==> src/rtl/rvi_decode_stage_pkg.sv <==
// RV32I decode types: opcode/format/funct enums, decoded instruction record and the
// combinational decode function shared by the decode stage.
package rvi_pkg;

  typedef enum logic [6:0] {
    OPC_LUI      = 7'b0110111,
    OPC_AUIPC    = 7'b0010111,
    OPC_JAL      = 7'b1101111,
    OPC_JALR     = 7'b1100111,
    OPC_BRANCH   = 7'b1100011,
    OPC_LOAD     = 7'b0000011,
    OPC_STORE    = 7'b0100011,
    OPC_OP_IMM   = 7'b0010011,
    OPC_OP       = 7'b0110011,
    OPC_MISC_MEM = 7'b0001111,
    OPC_SYSTEM   = 7'b1110011
  } opcode_e;

  typedef enum logic [2:0] {FMT_R, FMT_I, FMT_S, FMT_B, FMT_U, FMT_J} inst_fmt_e;

  typedef enum logic [1:0] {SKID_EMPTY, SKID_ONE, SKID_FULL} skid_state_e;

  // funct encodings are {funct7, funct3}
  typedef enum logic [9:0] {
    BR_BEQ = 10'h000, BR_BNE = 10'h001, BR_BLT = 10'h004,
    BR_BGE = 10'h005, BR_BLTU = 10'h006, BR_BGEU = 10'h007
  } branch_funct_e;

  typedef enum logic [9:0] {
    LD_LB = 10'h000, LD_LH = 10'h001, LD_LW = 10'h002, LD_LBU = 10'h004, LD_LHU = 10'h005
  } load_funct_e;

  typedef enum logic [9:0] {ST_SB = 10'h000, ST_SH = 10'h001, ST_SW = 10'h002} store_funct_e;

  typedef enum logic [9:0] {
    OI_ADDI = 10'h000, OI_SLLI = 10'h001, OI_SLTI = 10'h002, OI_SLTIU = 10'h003,
    OI_XORI = 10'h004, OI_SRLI = 10'h005, OI_SRAI = 10'h105, OI_ORI = 10'h006,
    OI_ANDI = 10'h007
  } op_imm_funct_e;

  typedef enum logic [9:0] {
    OP_ADD = 10'h000, OP_SUB = 10'h100, OP_SLL = 10'h001, OP_SLT = 10'h002,
    OP_SLTU = 10'h003, OP_XOR = 10'h004, OP_SRL = 10'h005, OP_SRA = 10'h105,
    OP_OR = 10'h006, OP_AND = 10'h007
  } op_funct_e;

  typedef enum logic [9:0] {MM_FENCE = 10'h000} misc_mem_funct_e;

  typedef enum logic [9:0] {
    SYS_PRIV = 10'h000, SYS_CSRRW = 10'h001, SYS_CSRRS = 10'h002, SYS_CSRRC = 10'h003,
    SYS_CSRRWI = 10'h005, SYS_CSRRSI = 10'h006, SYS_CSRRCI = 10'h007
  } system_funct_e;

  typedef struct packed {
    opcode_e     opcode;
    inst_fmt_e   fmt;
    logic [9:0]  funct;
    logic [4:0]  rd;
    logic [4:0]  rs1;
    logic [4:0]  rs2;
    logic        rd_en;
    logic        rs1_en;
    logic        rs2_en;
    logic [31:0] imm;
    logic        illegal;
  } decoded_t;

  function automatic logic funct_ok(input logic [6:0] op, input logic [9:0] f);
    logic ok;
    ok = 1'b1;
    case (op)
      OPC_JALR:     ok = (f == 10'h000);
      OPC_BRANCH:   case (f) BR_BEQ, BR_BNE, BR_BLT, BR_BGE, BR_BLTU, BR_BGEU: ok = 1'b1;
                      default: ok = 1'b0; endcase
      OPC_LOAD:     case (f) LD_LB, LD_LH, LD_LW, LD_LBU, LD_LHU: ok = 1'b1;
                      default: ok = 1'b0; endcase
      OPC_STORE:    case (f) ST_SB, ST_SH, ST_SW: ok = 1'b1; default: ok = 1'b0; endcase
      OPC_OP_IMM:   case (f) OI_ADDI, OI_SLLI, OI_SLTI, OI_SLTIU, OI_XORI, OI_SRLI, OI_SRAI,
                      OI_ORI, OI_ANDI: ok = 1'b1; default: ok = 1'b0; endcase
      OPC_OP:       case (f) OP_ADD, OP_SUB, OP_SLL, OP_SLT, OP_SLTU, OP_XOR, OP_SRL, OP_SRA,
                      OP_OR, OP_AND: ok = 1'b1; default: ok = 1'b0; endcase
      OPC_MISC_MEM: ok = (f == MM_FENCE);
      OPC_SYSTEM:   case (f) SYS_PRIV, SYS_CSRRW, SYS_CSRRS, SYS_CSRRC, SYS_CSRRWI, SYS_CSRRSI,
                      SYS_CSRRCI: ok = 1'b1; default: ok = 1'b0; endcase
      default:      ok = 1'b1;
    endcase
    return ok;
  endfunction

  function automatic decoded_t decode(input logic [31:0] inst, input logic funct_chk = 1'b1);
    decoded_t   d;
    logic [6:0] op;
    logic [2:0] f3;
    logic [6:0] f7;
    logic [9:0] funct;
    logic       legal;
    logic       use_rd, use_rs1, use_rs2;
    logic [31:0] imm;
    inst_fmt_e  fmt;

    d     = '0;
    op    = inst[6:0];
    f3    = inst[14:12];
    f7    = inst[31:25];
    legal = (inst[1:0] == 2'b11);
    fmt   = FMT_R;
    case (op)
      OPC_LUI, OPC_AUIPC: fmt = FMT_U;
      OPC_JAL:            fmt = FMT_J;
      OPC_JALR, OPC_LOAD, OPC_OP_IMM, OPC_MISC_MEM, OPC_SYSTEM: fmt = FMT_I;
      OPC_BRANCH:         fmt = FMT_B;
      OPC_STORE:          fmt = FMT_S;
      OPC_OP:             fmt = FMT_R;
      default:            legal = 1'b0;
    endcase

    // funct7 only carries meaning for OP and the OP_IMM shifts; elsewhere it is immediate bits
    if (fmt == FMT_U || fmt == FMT_J)
      funct = '0;
    else if (op == OPC_OP || (op == OPC_OP_IMM && f3[1:0] == 2'b01))
      funct = {f7, f3};
    else
      funct = {7'b0, f3};

    if (funct_chk && !funct_ok(op, funct))
      legal = 1'b0;

    use_rd  = (fmt == FMT_R || fmt == FMT_I || fmt == FMT_U || fmt == FMT_J);
    use_rs1 = (fmt == FMT_R || fmt == FMT_I || fmt == FMT_S || fmt == FMT_B);
    use_rs2 = (fmt == FMT_R || fmt == FMT_S || fmt == FMT_B);

    case (fmt)
      FMT_I:   imm = {{20{inst[31]}}, inst[31:20]};
      FMT_S:   imm = {{20{inst[31]}}, inst[31:25], inst[11:7]};
      FMT_B:   imm = {{19{inst[31]}}, inst[31], inst[7], inst[30:25], inst[11:8], 1'b0};
      FMT_U:   imm = {inst[31:12], 12'b0};
      FMT_J:   imm = {{11{inst[31]}}, inst[31], inst[19:12], inst[20], inst[30:21], 1'b0};
      default: imm = '0;
    endcase

    d.opcode = opcode_e'(op);
    d.fmt    = fmt;
    d.funct  = funct;
    if (legal) begin
      d.rd     = use_rd  ? inst[11:7]  : 5'd0;
      d.rs1    = use_rs1 ? inst[19:15] : 5'd0;
      d.rs2    = use_rs2 ? inst[24:20] : 5'd0;
      d.rd_en  = use_rd && (inst[11:7] != 5'd0);
      d.rs1_en = use_rs1;
      d.rs2_en = use_rs2;
      d.imm    = imm;
    end else begin
      d.illegal = 1'b1;
    end
    return d;
  endfunction

endpackage

==> src/rtl/rvi_decode_stage_if.sv <==
// Fetch-side and execute-side handshake bundle of the decode stage.
interface rvi_decode_stage_if #(parameter int unsigned PC_WIDTH = 32);
  import rvi_pkg::*;

  logic                in_valid;
  logic                in_ready;
  logic [31:0]         in_inst;
  logic [PC_WIDTH-1:0] in_pc;
  logic                out_valid;
  logic                out_ready;
  logic [PC_WIDTH-1:0] out_pc;
  opcode_e             out_opcode;
  inst_fmt_e           out_fmt;
  logic [9:0]          out_funct;
  logic [4:0]          out_rd;
  logic [4:0]          out_rs1;
  logic [4:0]          out_rs2;
  logic                out_rd_en;
  logic                out_rs1_en;
  logic                out_rs2_en;
  logic [31:0]         out_imm;
  logic                out_illegal;

  modport master (
    output in_valid, in_inst, in_pc, out_ready,
    input  in_ready, out_valid, out_pc, out_opcode, out_fmt, out_funct, out_rd, out_rs1,
           out_rs2, out_rd_en, out_rs1_en, out_rs2_en, out_imm, out_illegal
  );

  modport slave (
    input  in_valid, in_inst, in_pc, out_ready,
    output in_ready, out_valid, out_pc, out_opcode, out_fmt, out_funct, out_rd, out_rs1,
           out_rs2, out_rd_en, out_rs1_en, out_rs2_en, out_imm, out_illegal
  );
endinterface

==> src/rtl/rvi_decode_stage_skid.sv <==
// Generic 2-entry valid/ready register slice with flush; both in_ready and out_valid
// come straight from flops.
module rvi_skid_buffer
  import rvi_pkg::*;
#(
  parameter type T = decoded_t
) (
  input  logic clk,
  input  logic rst,
  input  logic flush,
  input  logic in_valid,
  output logic in_ready,
  input  T     in_data,
  output logic out_valid,
  input  logic out_ready,
  output T     out_data
);

  skid_state_e state, state_nx;
  T            main_q, skid_q;
  logic        ready_q, valid_q;
  logic        accept, pop;
  logic        load_main_in, load_main_skid, load_skid;

  assign accept    = in_valid && ready_q;
  assign pop       = valid_q && out_ready;
  assign in_ready  = ready_q;
  assign out_valid = valid_q;
  assign out_data  = main_q;

  always_comb begin
    state_nx       = state;
    load_main_in   = 1'b0;
    load_main_skid = 1'b0;
    load_skid      = 1'b0;
    if (flush) begin
      state_nx = SKID_EMPTY;
    end else begin
      case (state)
        SKID_EMPTY: if (accept) begin
          state_nx     = SKID_ONE;
          load_main_in = 1'b1;
        end
        SKID_ONE: begin
          if (accept && pop) begin
            load_main_in = 1'b1;
          end else if (accept) begin
            state_nx  = SKID_FULL;
            load_skid = 1'b1;
          end else if (pop) begin
            state_nx = SKID_EMPTY;
          end
        end
        SKID_FULL: if (pop) begin
          state_nx       = SKID_ONE;
          load_main_skid = 1'b1;
        end
        default: state_nx = SKID_EMPTY;
      endcase
    end
  end

  always_ff @(posedge clk or posedge rst) begin
    if (rst) begin
      state   <= SKID_EMPTY;
      ready_q <= 1'b1;
      valid_q <= 1'b0;
    end else begin
      state   <= state_nx;
      ready_q <= (state_nx != SKID_FULL);
      valid_q <= (state_nx != SKID_EMPTY);
    end
  end

  always_ff @(posedge clk or posedge rst) begin
    if (rst) begin
      main_q <= '0;
      skid_q <= '0;
    end else begin
      if (load_main_in)        main_q <= in_data;
      else if (load_main_skid) main_q <= skid_q;
      if (load_skid)           skid_q <= in_data;
    end
  end

endmodule

==> src/rtl/rvi_decode_stage.sv <==
// RV32I decode stage: combinational decode of the fetched word, packed with its PC
// into a registered 2-entry slice towards execute.
module rvi_decode_stage
  import rvi_pkg::*;
#(
  parameter int unsigned PC_WIDTH  = 32,
  parameter bit          FUNCT_CHK = 1'b1
) (
  input logic               clk,
  input logic               rst,
  input logic               flush,
  rvi_decode_stage_if.slave bus
);

  typedef struct packed {
    logic [PC_WIDTH-1:0] pc;
    decoded_t            dec;
  } entry_t;

  entry_t in_entry, out_entry;

  always_comb begin
    in_entry.pc  = bus.in_pc;
    in_entry.dec = decode(bus.in_inst, FUNCT_CHK);
  end

  rvi_skid_buffer #(.T(entry_t)) u_skid (
    .clk       (clk),
    .rst       (rst),
    .flush     (flush),
    .in_valid  (bus.in_valid),
    .in_ready  (bus.in_ready),
    .in_data   (in_entry),
    .out_valid (bus.out_valid),
    .out_ready (bus.out_ready),
    .out_data  (out_entry)
  );

  assign bus.out_pc      = out_entry.pc;
  assign bus.out_opcode  = out_entry.dec.opcode;
  assign bus.out_fmt     = out_entry.dec.fmt;
  assign bus.out_funct   = out_entry.dec.funct;
  assign bus.out_rd      = out_entry.dec.rd;
  assign bus.out_rs1     = out_entry.dec.rs1;
  assign bus.out_rs2     = out_entry.dec.rs2;
  assign bus.out_rd_en   = out_entry.dec.rd_en;
  assign bus.out_rs1_en  = out_entry.dec.rs1_en;
  assign bus.out_rs2_en  = out_entry.dec.rs2_en;
  assign bus.out_imm     = out_entry.dec.imm;
  assign bus.out_illegal = out_entry.dec.illegal;

endmodule

==> src/flat_wrapper.sv <==
// flat-port wrapper written by rule: the top's interface ports become plain ports
module rvi_decode_stage_flat import rvi_pkg::*;
#(
  parameter int unsigned PC_WIDTH  = 32,
  parameter bit          FUNCT_CHK = 1'b1
)
  (clk, rst, flush, bus_in_valid, bus_in_inst, bus_in_pc, bus_out_ready, bus_in_ready, bus_out_valid, bus_out_pc, bus_out_opcode, bus_out_fmt, bus_out_funct, bus_out_rd, bus_out_rs1, bus_out_rs2, bus_out_rd_en, bus_out_rs1_en, bus_out_rs2_en, bus_out_imm, bus_out_illegal);
  rvi_decode_stage_if #(.PC_WIDTH(PC_WIDTH)) bus_i ();
  input logic clk;
  input logic rst;
  input logic flush;
  input wire logic [$bits(bus_i.in_valid)-1:0] bus_in_valid;
  input wire logic [$bits(bus_i.in_inst)-1:0] bus_in_inst;
  input wire logic [$bits(bus_i.in_pc)-1:0] bus_in_pc;
  input wire logic [$bits(bus_i.out_ready)-1:0] bus_out_ready;
  output wire logic [$bits(bus_i.in_ready)-1:0] bus_in_ready;
  output wire logic [$bits(bus_i.out_valid)-1:0] bus_out_valid;
  output wire logic [$bits(bus_i.out_pc)-1:0] bus_out_pc;
  output wire logic [$bits(bus_i.out_opcode)-1:0] bus_out_opcode;
  output wire logic [$bits(bus_i.out_fmt)-1:0] bus_out_fmt;
  output wire logic [$bits(bus_i.out_funct)-1:0] bus_out_funct;
  output wire logic [$bits(bus_i.out_rd)-1:0] bus_out_rd;
  output wire logic [$bits(bus_i.out_rs1)-1:0] bus_out_rs1;
  output wire logic [$bits(bus_i.out_rs2)-1:0] bus_out_rs2;
  output wire logic [$bits(bus_i.out_rd_en)-1:0] bus_out_rd_en;
  output wire logic [$bits(bus_i.out_rs1_en)-1:0] bus_out_rs1_en;
  output wire logic [$bits(bus_i.out_rs2_en)-1:0] bus_out_rs2_en;
  output wire logic [$bits(bus_i.out_imm)-1:0] bus_out_imm;
  output wire logic [$bits(bus_i.out_illegal)-1:0] bus_out_illegal;
  assign bus_i.in_valid = bus_in_valid;
  assign bus_i.in_inst = bus_in_inst;
  assign bus_i.in_pc = bus_in_pc;
  assign bus_i.out_ready = bus_out_ready;
  assign bus_in_ready = bus_i.in_ready;
  assign bus_out_valid = bus_i.out_valid;
  assign bus_out_pc = bus_i.out_pc;
  assign bus_out_opcode = bus_i.out_opcode;
  assign bus_out_fmt = bus_i.out_fmt;
  assign bus_out_funct = bus_i.out_funct;
  assign bus_out_rd = bus_i.out_rd;
  assign bus_out_rs1 = bus_i.out_rs1;
  assign bus_out_rs2 = bus_i.out_rs2;
  assign bus_out_rd_en = bus_i.out_rd_en;
  assign bus_out_rs1_en = bus_i.out_rs1_en;
  assign bus_out_rs2_en = bus_i.out_rs2_en;
  assign bus_out_imm = bus_i.out_imm;
  assign bus_out_illegal = bus_i.out_illegal;
  rvi_decode_stage #(.PC_WIDTH(PC_WIDTH), .FUNCT_CHK(FUNCT_CHK)) u_core (.clk(clk), .rst(rst), .flush(flush), .bus(bus_i));
endmodule
==> config.mk <==
export PLATFORM = sky130hd
export DESIGN_NAME = rvi_decode_stage_flat
export DESIGN_NICKNAME = d
export VERILOG_FILES = /design/src/rtl/rvi_decode_stage_pkg.sv /design/src/rtl/rvi_decode_stage_if.sv /design/src/rtl/rvi_decode_stage_skid.sv /design/src/rtl/rvi_decode_stage.sv /design/src/flat_wrapper.sv
export SDC_FILE = /design/constraint.sdc
export NUM_CORES = 1
export LEC_CHECK = 0
export ABC_AREA = 1
export BUFFER_PORTS_ARGS = -buffer_cell sky130_fd_sc_hd__buf_2
export CORE_UTILIZATION = 32
export DETAILED_ROUTE_END_ITERATION = 10
export SLEW_MARGIN = 20
export SYNTH_ARGS = -nofsm -noshare
export SYNTH_HDL_FRONTEND = slang
export SYNTH_SLANG_ARGS = --single-unit
==> constraint.sdc <==
create_clock -name clk -period 13.35 [get_ports clk]
set_input_delay 2.67 -clock clk [delete_from_list [all_inputs] [get_ports clk]]
set_output_delay 2.67 -clock clk [all_outputs]
set_load 0.02 [all_outputs]
# ---- Yosys cells after proc, flatten, opt, wreduce, memory -nomap -nowiden
# Cells that the tools add are included.
# Widths: inputs -> output; s select.
dict set report word_totals {
  reg_bits 210
  input_bits 69
  out_inout_bits 105
  word_cells 124
}
dict set report op_classes {
  n_eq_ne 30
  muxes 37
  n_reduce_logical 30
}
# op n
set ops {}
lappend ops {{$mux 103} 2}
lappend ops {{$pmux 32 s5} 1}
lappend ops {{$mux 50} 1}
lappend ops {{$eq 10x3->1 const B} 4}
lappend ops {{$eq 7x7->1 const B} 4}
lappend ops {{$eq 7x6->1 const B} 3}
lappend ops {{$eq 10x2->1 const B} 2}
lappend ops {{$eq 10x9->1 const B} 2}
lappend ops {{$mux 10} 2}
lappend ops {{$mux 1} 18}
lappend ops {{$mux 5} 3}
lappend ops {{$pmux 3 s5} 1}
lappend ops {{$eq 7x5->1 const B} 2}
lappend ops {{$mux 2} 6}
lappend ops {{$reduce_or 11->1} 1}
lappend ops {{$eq 10x1->1 const B} 1}
lappend ops {{$logic_not 10->1} 1}
lappend ops {{$reduce_or 10->1} 1}
lappend ops {{$reduce_or 5->1} 2}
lappend ops {{$logic_or 1x1->1} 9}
lappend ops {{$reduce_or 9->1} 1}
lappend ops {{$eq 7x2->1 const B} 1}
lappend ops {{$eq 7x4->1 const B} 1}
lappend ops {{$pmux 1 s7} 1}
lappend ops {{17 further kinds} 27}

# ---- Depth between registers and ports, before layout
# Gate-level depths: netlist of the first run.
dict set report logic_depth {
  depth_word 13
  depth_mapped 20
  ltp_nobuf 19
}

# ---- By module
# From an unflattened synthesis of the first run, not the netlist that was laid out.
dict set report unflattened {
  hier_cells 1521
  hier_area_um2 11339.6
}
# mod instances cells_per_inst area_each_um2
set by_module_without_submodules {}
lappend by_module_without_submodules {rvi_skid_buffer 1 1249 9764.4}
lappend by_module_without_submodules {rvi_decode_stage 1 272 1575.3}

# ---- Worst setup path before layout of the first run
# OpenSTA, ideal clock, no wires.
dict set report synth_path {
  path_type {input port to flip-flop}
  start {input port bus_in_inst[1]}
  end {register u_core.u_skid.main_q, in the netlist u_core.u_skid.out_data[14]}
  setup_time_ps 141
  arrival_ps 4294
  slack_ps 8914
  stages 16
  n_path_buf 1
  path_cell_list {nand2_1 > inv_2 > nand2_2 > nor2_8 > nand3_1 > nand2_2 > nor2_2 > nand2_1 > nand2_2 > o21ai_1 > nand2_1 > nor2_4 > nand2_8 > buf_12 > nand3_4 > a21oi_2}
}
dict set report synth_between {
  elab_chain_cells 13
}
# element line_no
set synth_rtl {}
lappend synth_rtl {{start, declared} flat_wrapper.sv:13} ;# input wire logic [$bits(bus_i.in_inst)-1:0] bus_in_inst;
lappend synth_rtl {{$eq 7x7->1 (tied with other cells)} {rvi_decode_stage_pkg.sv:71, rvi_decode_stage_pkg.sv:107}}
lappend synth_rtl {{$reduce_or 5->1 or $reduce_or 2->1 (tied branches)} n/a}
lappend synth_rtl {{$pmux 3 s5} rvi_decode_stage_pkg.sv:107} ;# case (op)
lappend synth_rtl {{$eq 3x3->1} {rvi_decode_stage_pkg.sv:118, rvi_decode_stage_pkg.sv:132}}
lappend synth_rtl {{$logic_or 1x1->1} rvi_decode_stage_pkg.sv:118} ;# if (fmt == FMT_U || fmt == FMT_J)
lappend synth_rtl {{$mux 10} rvi_decode_stage_pkg.sv:118}
lappend synth_rtl {{$eq 10x9->1 (tied with other cells)} rvi_decode_stage_pkg.sv:80} ;# OPC_OP: case (f) OP_ADD, OP_SUB, OP_SLL, OP_SLT, OP_SLTU, OP_XOR, OP_SRL, OP_SRA,
lappend synth_rtl {{$reduce_or 10->1 (tied with other cells)} rvi_decode_stage_pkg.sv:80}
lappend synth_rtl {{$mux 1 (tied with other cells)} rvi_decode_stage_pkg.sv:80}
lappend synth_rtl {{$pmux 1 s7} rvi_decode_stage_pkg.sv:71} ;# case (op)
lappend synth_rtl {{$mux 1} rvi_decode_stage_pkg.sv:125} ;# if (funct_chk && !funct_ok(op, funct))
lappend synth_rtl {{$mux 50 (*)} rvi_decode_stage_pkg.sv:144} ;# if (legal) begin
lappend synth_rtl {{$mux 103 (*)} rvi_decode_stage_skid.sv:80} ;# if (load_main_in) main_q <= in_data;
lappend synth_rtl {{end signal, assigned} rvi_decode_stage_skid.sv:80}
lappend synth_rtl {{end signal, assigned} rvi_decode_stage_skid.sv:81} ;# else if (load_main_skid) main_q <= skid_q;
lappend synth_rtl {{end, declared} rvi_decode_stage_skid.sv:20} ;# T main_q, skid_q;
# Every way passes the cells marked *; elsewhere a longest branch is shown, timed or not.
# A chain may end at the register's enable or synchronous reset.

# ---- Final worst setup path of the first run
dict set report layout_path {
  start {input port bus_out_ready}
  end {register u_core.u_skid.main_q, in the netlist u_core.u_skid.out_data[68]}
}
dict set report layout_between {
  elab_chain_cells 6
}
# element line_no
set layout_rtl {}
lappend layout_rtl {{start, declared} flat_wrapper.sv:15} ;# input wire logic [$bits(bus_i.out_ready)-1:0] bus_out_ready;
lappend layout_rtl {{$logic_and 1x1->1 (*)} rvi_decode_stage_skid.sv:26} ;# assign pop = valid_q && out_ready;
lappend layout_rtl {{$logic_and 1x1->1} rvi_decode_stage_skid.sv:45} ;# if (accept && pop) begin
lappend layout_rtl {{$mux 1} rvi_decode_stage_skid.sv:45}
lappend layout_rtl {{$pmux 1 s2} rvi_decode_stage_skid.sv:39} ;# case (state)
lappend layout_rtl {{$mux 1} rvi_decode_stage_skid.sv:36} ;# if (flush) begin
lappend layout_rtl {{$mux 103 or $reduce_bool 2->1 (tied branches)} n/a}
# Marks and branches as above.

==> results of run 1 <==
[cell families after synthesis]
group	Yosys count	synth area share
AO/OA/AOI/OAI	271	0.168
buffers and inverters	174	0.0708
AND/OR/NAND/NOR	532	0.249
flip-flops	210	0.512
[sequential cells by signal, summed over array words and instances, names as in the netlist]
register / flops
u_core.u_skid.in_ready: 1
u_core.u_skid.out_valid: 1
u_core.u_skid.state: 2
u_core.u_skid.skid_q: 103
u_core.u_skid.out_data: 103
[worst min path at each step]
stage                                          start                         end  slack [ns]  cells after the start
final                     u_core.u_skid.out_data[62]  u_core.u_skid.out_data[62]        0.48                      2
after global routing        u_core.u_skid.skid_q[21]    u_core.u_skid.skid_q[21]        0.50                      2
after CTS                  u_core.u_skid.out_data[0]   u_core.u_skid.out_data[0]        0.48                      2
after detailed placement   u_core.u_skid.out_data[0]   u_core.u_skid.out_data[0]        0.46                      2
after global placement      u_core.u_skid.skid_q[44]    u_core.u_skid.skid_q[44]        0.46                      2
after floorplan             u_core.u_skid.skid_q[41]    u_core.u_skid.skid_q[41]        0.45                      2
[power by group through the flow]
stage | Combinational [mW] | Clock (mW) | Sequential (mW)
5_1_grt | 0.558 | 0.799 | 0.883
4_1_cts | 0.502 | 0.770 | 0.866
2_1_floorplan | 0.240 | 0 | 0.957
3_3_place_gp | 0.493 | 0 | 0.873
6_report | 0.496 | 0.755 | 0.864
3_5_place_dp | 0.499 | 0 | 0.876
[stage by stage]
stage	cells	area [um^2]	hold WS (ns)	utilization	total power, mW
6_report	1741	12300	0.479	0.390	2.12
5_1_grt	1741	12300	0.498	0.390	2.24
4_1_cts	1739	12300	0.480	0.389	2.14
3_5_place_dp	1691	11400	0.465	0.360	1.37
3_3_place_gp	1691	11400	0.464	0.360	1.37
2_1_floorplan	1187	10300	0.449	-	1.20
[metal layers]
metal	wire length [um]	GRT usage	up-vias
li1	-	-	4201
met1	13700	0.261	4241
met2	14100	0.289	235
met3	1420	0.0256	41
met4	586	0.0505	2
met5	13	0	-
[layout by cell type (no fill, tap or decap), types with 2 or more instances in the layout]
master,count
a21oi_2,20
o211ai_1,59
nand3b_1,2
dfrtp_1,209
nand3_1,38
o21ai_2,20
inv_1,85
buf_2,173
nand3_4,20
inv_2,9
clkinv_2,7
nor2_1,31
bufinv_16,4
a41oi_1,6
nand3_2,14
nor3_1,4
or2_2,2
nor2_2,3
nor2_4,6
nand4_1,16
o22ai_1,3
clkbuf_16,27
clkbuf_1,5
clkbuf_8,5
o21ai_0,69
a31oi_1,3
o221ai_1,7
o21ai_1,30
nand2_2,8
a21oi_1,49
buf_4,6
nand2_1,384
[tightest hold or removal path, stage by stage, from the launching register on]
cell	delay [ns]
dfrtp_1	0.34
nand2_1	0.05
nand2_1	0.06
[area by class of cell]
type	count	area [um^2]
fill	3233	19200
sequential	210	5260
multi-input combinational	803	4310
timing repair buffer	181	950
clock buffer	37	763
tap	402	503
inverter	96	369
clock inverter	11	158
antenna	1	2.50
==> impl_metrics.env, run 1 <==
export IMPL_ys_async_sr_fraction=1.00
export IMPL_synthTopCellsByCount="nand2_1, dfrtp_1, inv_1"
export IMPL_r2r_end="u_core.u_skid.out_data[68]"
export IMPL_synth_area_mm2=0.0103
export IMPL_pwr_density_cell_mw_per_mm2=172
export IMPL_timing_critical_path_buf_inv=5
export IMPL_detailroute_via_count=8720
export IMPL_sequential_cell_area_fraction_in_the_yosys_report=0.512
export IMPL_netSwitchingFraction=0.324
export IMPL_postRouteWirelength_um=29900
export IMPL_area_growth_synth_to_final_pct=19.9
export IMPL_ioPinCount=174
export IMPL_status="finished, final reports clean"
export IMPL_synth_enable_flop_cells=0
export IMPL_clock_fmax_mhz=191
export IMPL_grt_overflow=0
export IMPL_htree_levels=1
export IMPL_period_minus_slack_ns=5.24
export IMPL_timing_final_max_slew_violations=0
export IMPL_drt_iter0_drc=694
export IMPL_clk_insertion_delay_late_ns=0.52
export IMPL_finalClockSkew_ns=0.00962
export IMPL_worst_path_max_stage_delay_ns=0.85
export IMPL_critPathLaunchType="input port"
export IMPL_die_width_um=181
export IMPL_yosysTopAreaCell="dfrtp_1"
export IMPL_initial_antenna_violation_count=2
export IMPL_max_vdd_ir_drop_mv=0.0932
export IMPL_cp_end_kind="flop"
export IMPL_cts_hold_buffers_added=0
export IMPL_critical_path_top_delay_family="buffers and inverters"
export IMPL_detailed_place_hpwl_um=18900
export IMPL_critPathLaunch="bus_out_ready"
export IMPL_share_comb_of_total_power=0.234
export IMPL_finalHoldViolations=0
export IMPL_nNetsFinal=1387
export IMPL_cp_dominant_cell_by_count="nand2_1"
export IMPL_max_clock_path_buffers=3
export IMPL_ant_nets=0
export IMPL_setup_repair_after_global_routing_missed_its_margin="false"
export IMPL_detailedPlace_worstSlack_ns=7.58
export IMPL_required_arrival_time_at_the_worst_endpoint_ns=13.72
export IMPL_post_cts_resize_count=0
export IMPL_buffer_ports_inserted=173
export IMPL_global_route_usage_total=0.183
export IMPL_ys_seq_elements=210
export IMPL_gp_congestion=0.862
export IMPL_core_mm2=0.0316
export IMPL_synthDistinctLibCells=40
export IMPL_post_synth_cell_area_avg_um2=8.65
export IMPL_cts_buffers=26
export IMPL_cell_internal_pwr_mw=1.43
export IMPL_proportion_of_power_drawn_by_flip_flops_and_latches=0.409
export IMPL_r2r_start="u_core.u_skid.in_ready"
export IMPL_clkSlewWorstSetupHoldPaths_ns=0.06
export IMPL_cp_arrival_ns=5.61
export IMPL_initial_utilization=0.325
export IMPL_clock_tree_from_tritoncts="yes"
export IMPL_cp_endpoint="u_core.u_skid.out_data[68]"
export IMPL_placementRows=65
export IMPL_crit_type="input port to flop"
export IMPL_critical_path_cell_chain="buf_2 -> nand2_1 -> nand2_1 -> inv_1 -> nor2_4 -> buf_4 -> inv_2 -> nand2_1 -> inv_2 -> nand2_1 -> o221ai_1"
export IMPL_detail_route_first_pass_iterations=5
export IMPL_syn_inst=1187
export IMPL_switching_power_mw=0.686
export IMPL_vertical_die_dimension_um=181
export IMPL_syn_nets=1256
export IMPL_grt_pass1_vias=8446
export IMPL_synthMostInstantiatedCell="nand2_1"
export IMPL_tightestPinTransition_ns=1.12
export IMPL_per_cell_routed_wire_length_um=17.2
export IMPL_share_clk_of_total_power=0.357
export IMPL_cts_root_buffer_cell="clkbuf_16"
export IMPL_pin_count_of_the_biggest_net_entering_global_routing=142
export IMPL_worst_slew_margin_rel=0.251
export IMPL_critical_path_slowest_cell="buf_4"
export IMPL_detail_route_drc_violations=0
export IMPL_synthesis_yosys_warnings=0
export IMPL_synth_top_cells_by_area="dfrtp_1, nand2_1, o211ai_1"
export IMPL_yosys_area_top_type_share=0.509
export IMPL_clock_sinks=210
export IMPL_tns_ns=0
export IMPL_finalCritPeriodShare=0.393
export IMPL_synth_main_ff_cell="dfrtp_1"
export IMPL_drt_vias_per_instance=5.01
export IMPL_fin_ws_ns=8.11
export IMPL_cts_repair_timing_setup_buffer_count=0
export IMPL_layout_drive_gt1_share=0.249
export IMPL_cp_depth=11
export IMPL_grt_pass1_wl_um=48200
export IMPL_hp_class="flop to flop"
export IMPL_r2r_worst_path_cells=10
export IMPL_drv_max_cap_violation_count=0
export IMPL_setup_viol=0
export IMPL_static_leakage_power_nw=5.90
export IMPL_dieArea_mm2=0.0328
export IMPL_ff2ff_setup_slack_ns=9.85
export IMPL_worst_path_max_fanout=77
Power figures use the tool's default switching activity.
==> run 2: changes to the inputs <==
ABC_AREA = 0   (was 1)
clock period = 4.6 ns   (was 13.35 ns; I/O delays follow)
==> impl_metrics.env, run 2 <==
export IMPL_grt_pass1_vias=7412
export IMPL_pwr_density_cell_mw_per_mm2=444
export IMPL_synthDistinctLibCells=61
export IMPL_tns_ns=0
export IMPL_clock_sinks=210
export IMPL_max_clock_path_buffers=3
export IMPL_clock_fmax_mhz=326
export IMPL_cts_buffers=24
export IMPL_syn_nets=1036
export IMPL_hp_class="input port to asynchronous set/reset pin"
export IMPL_detailedPlace_worstSlack_ns=1.05
export IMPL_dieArea_mm2=0.0302
export IMPL_period_minus_slack_ns=3.06
export IMPL_static_leakage_power_nw=5.44
export IMPL_per_cell_routed_wire_length_um=17.9
export IMPL_clkSlewWorstSetupHoldPaths_ns=0.07
export IMPL_crit_type="input port to flop"
export IMPL_yosys_area_top_type_share=0.554
export IMPL_placementRows=62
export IMPL_detailroute_via_count=7834
export IMPL_cts_repair_timing_setup_buffer_count=0
export IMPL_sequential_cell_area_fraction_in_the_yosys_report=0.556
export IMPL_post_synth_cell_area_avg_um2=9.77
export IMPL_drt_iter0_drc=685
export IMPL_cp_arrival_ns=3.45
export IMPL_wl_met2_um=12300
export IMPL_global_route_usage_total=0.175
export IMPL_core_mm2=0.0289
export IMPL_area_growth_synth_to_final_pct=20.8
export IMPL_mostFrequentLayoutCells="nand2_1, dfrtp_1, buf_2"
export IMPL_die_width_um=174
export IMPL_cp_end_kind="flop"
export IMPL_required_arrival_time_at_the_worst_endpoint_ns=4.99
export IMPL_vertical_die_dimension_um=174
export IMPL_buffer_ports_inserted=173
export IMPL_ys_async_sr_fraction=1.00
export IMPL_tightestPinTransition_ns=0.805
export IMPL_fin_ws_ns=1.54
export IMPL_layout_commonest_cell="nand2_1"
export IMPL_initial_antenna_violation_count=1
export IMPL_cts_hold_buffers_added=0
export IMPL_drt_vias_per_instance=5.21
export IMPL_setup_repair_after_global_routing_missed_its_margin="false"
export IMPL_synthMostInstantiatedCell="nand2_1"
export IMPL_finalClockSkew_ns=0.0191
export IMPL_met3WireLength_um=1540
export IMPL_initial_utilization=0.327
export IMPL_ioPinCount=174
export IMPL_detail_route_drc_violations=0
export IMPL_layout_drive_gt1_share=0.226
export IMPL_critPathLaunchType="input port"
export IMPL_ys_seq_elements=210
export IMPL_max_vdd_ir_drop_mv=0.209
export IMPL_synthesis_yosys_warnings=0
export IMPL_clk_insertion_delay_late_ns=0.52
export IMPL_highest_signal_layer="met4"
export IMPL_gp_congestion=0.820
export IMPL_finalHoldViolations=0
export IMPL_synth_main_ff_cell="dfrtp_1"
export IMPL_post_cts_resize_count=0
export IMPL_clock_tree_from_tritoncts="yes"
export IMPL_synth_enable_flop_cells=0
export IMPL_worst_path_max_fanout=15
export IMPL_r2r_worst_path_cells=5
export IMPL_postRouteWirelength_um=26900
export IMPL_drv_max_cap_violation_count=0
export IMPL_syn_inst=967
export IMPL_timing_final_max_slew_violations=0
export IMPL_worst_slew_margin_rel=0.463
export IMPL_pin_count_of_the_biggest_net_entering_global_routing=108
export IMPL_synth_top_cells_by_area="dfrtp_1, nand2_1, mux2i_1"
export IMPL_yosysTopAreaCell="dfrtp_1"
export IMPL_routedLengthMet1_um=12600
export IMPL_detailed_place_hpwl_um=17100
export IMPL_detail_route_first_pass_iterations=6
export IMPL_synth_area_mm2=0.00945
export IMPL_grt_pass1_wl_um=42600
export IMPL_ant_nets=0
export IMPL_htree_levels=1
export IMPL_cts_root_buffer_cell="clkbuf_16"
export IMPL_nNetsFinal=1171
export IMPL_setup_viol=0
export IMPL_synthTopCellsByCount="nand2_1, dfrtp_1, clkbuf_1"
export IMPL_grt_overflow=0
export IMPL_status="finished, final reports clean"
export IMPL_finalCritPeriodShare=0.666
run 2: cell types whose count changed in the layout (fill, tap and decap cells not counted), moves of 29 or more:
cell      change
a22oi_1      +49
nand2_1     -106
mux2i_1      +39
inv_1        -71
o211ai_1     -57
o21ai_1      -29
o31ai_1      +36
run 2: where the power goes:
| part | internal (mW) | switching (mW) | leakage (nW) |
|---|---|---|---|
| combinational | 0.289 | 0.585 | 2.27 |
| sequential | 2.17 | 0.172 | 2.79 |
| clock | 1.10 | 0.747 | 0.375 |
| total | 3.56 | 1.50 | 5.44 |
run 2: kinds of logic after synthesis:
| group | count (synthesis) | share of synthesized area |
|---|---|---|
| compound gates | 240 | 0.180 |
| xor+xnor | 1 | 0.000927 |
| buf+inv | 96 | 0.0432 |
| flops | 210 | 0.556 |
| mux | 51 | 0.0556 |
| simple gates | 369 | 0.163 |
run 2: layout make-up:
type	instances	area, um^2
clock inverter	3	17.5
tap	384	480
sequential	210	5260
clock buffer	39	748
timing repair buffer	190	1030
multi-input combinational	661	3810
fill	2936	17400
antenna	1	2.50
inverter	15	60.1
run 2: metal layers:
metal  GRT usage  up-vias
li1            -     3704
met1       0.256     3807
met2       0.269      278
met3      0.0289       45
met4      0.0446        0
met5           0        -
run 2: metrics by stage:
stage	std cells	instance area (um^2)	util	hold slack [ns]	total power, mW
detailed placement	1460	10600	0.369	0.457	3.26
CTS	1502	11400	0.395	0.345	5.14
floorplan	967	9450	-	0.443	2.92
finish	1503	11400	0.395	0.359	5.07
global placement	1460	10600	0.369	0.454	3.23
global route	1503	11400	0.395	0.353	5.34
run 2: worst paths after layout:
path	from	endpoint	slack [ns]
max	bus_in_inst[3]	u_core.u_skid.skid_q[13]	1.54
min	rst	u_core.u_skid.state[0]	0.36
max reg2reg	u_core.u_skid.in_ready	u_core.u_skid.out_data[13]	1.81
min reg2reg	u_core.u_skid.out_data[86]	u_core.u_skid.out_data[86]	0.46
max in group asynchronous	rst	u_core.u_skid.out_data[15]	3.34
min in group clk	u_core.u_skid.out_data[86]	u_core.u_skid.out_data[86]	0.46
run 2: critical path: stages:
cell,delay [ns]
buf_2,0.17
or2_1,0.30
a211oi_1,0.24
a41o_1,0.48
nand2b_1,0.47
nand2_1,0.45
o31ai_1,0.41
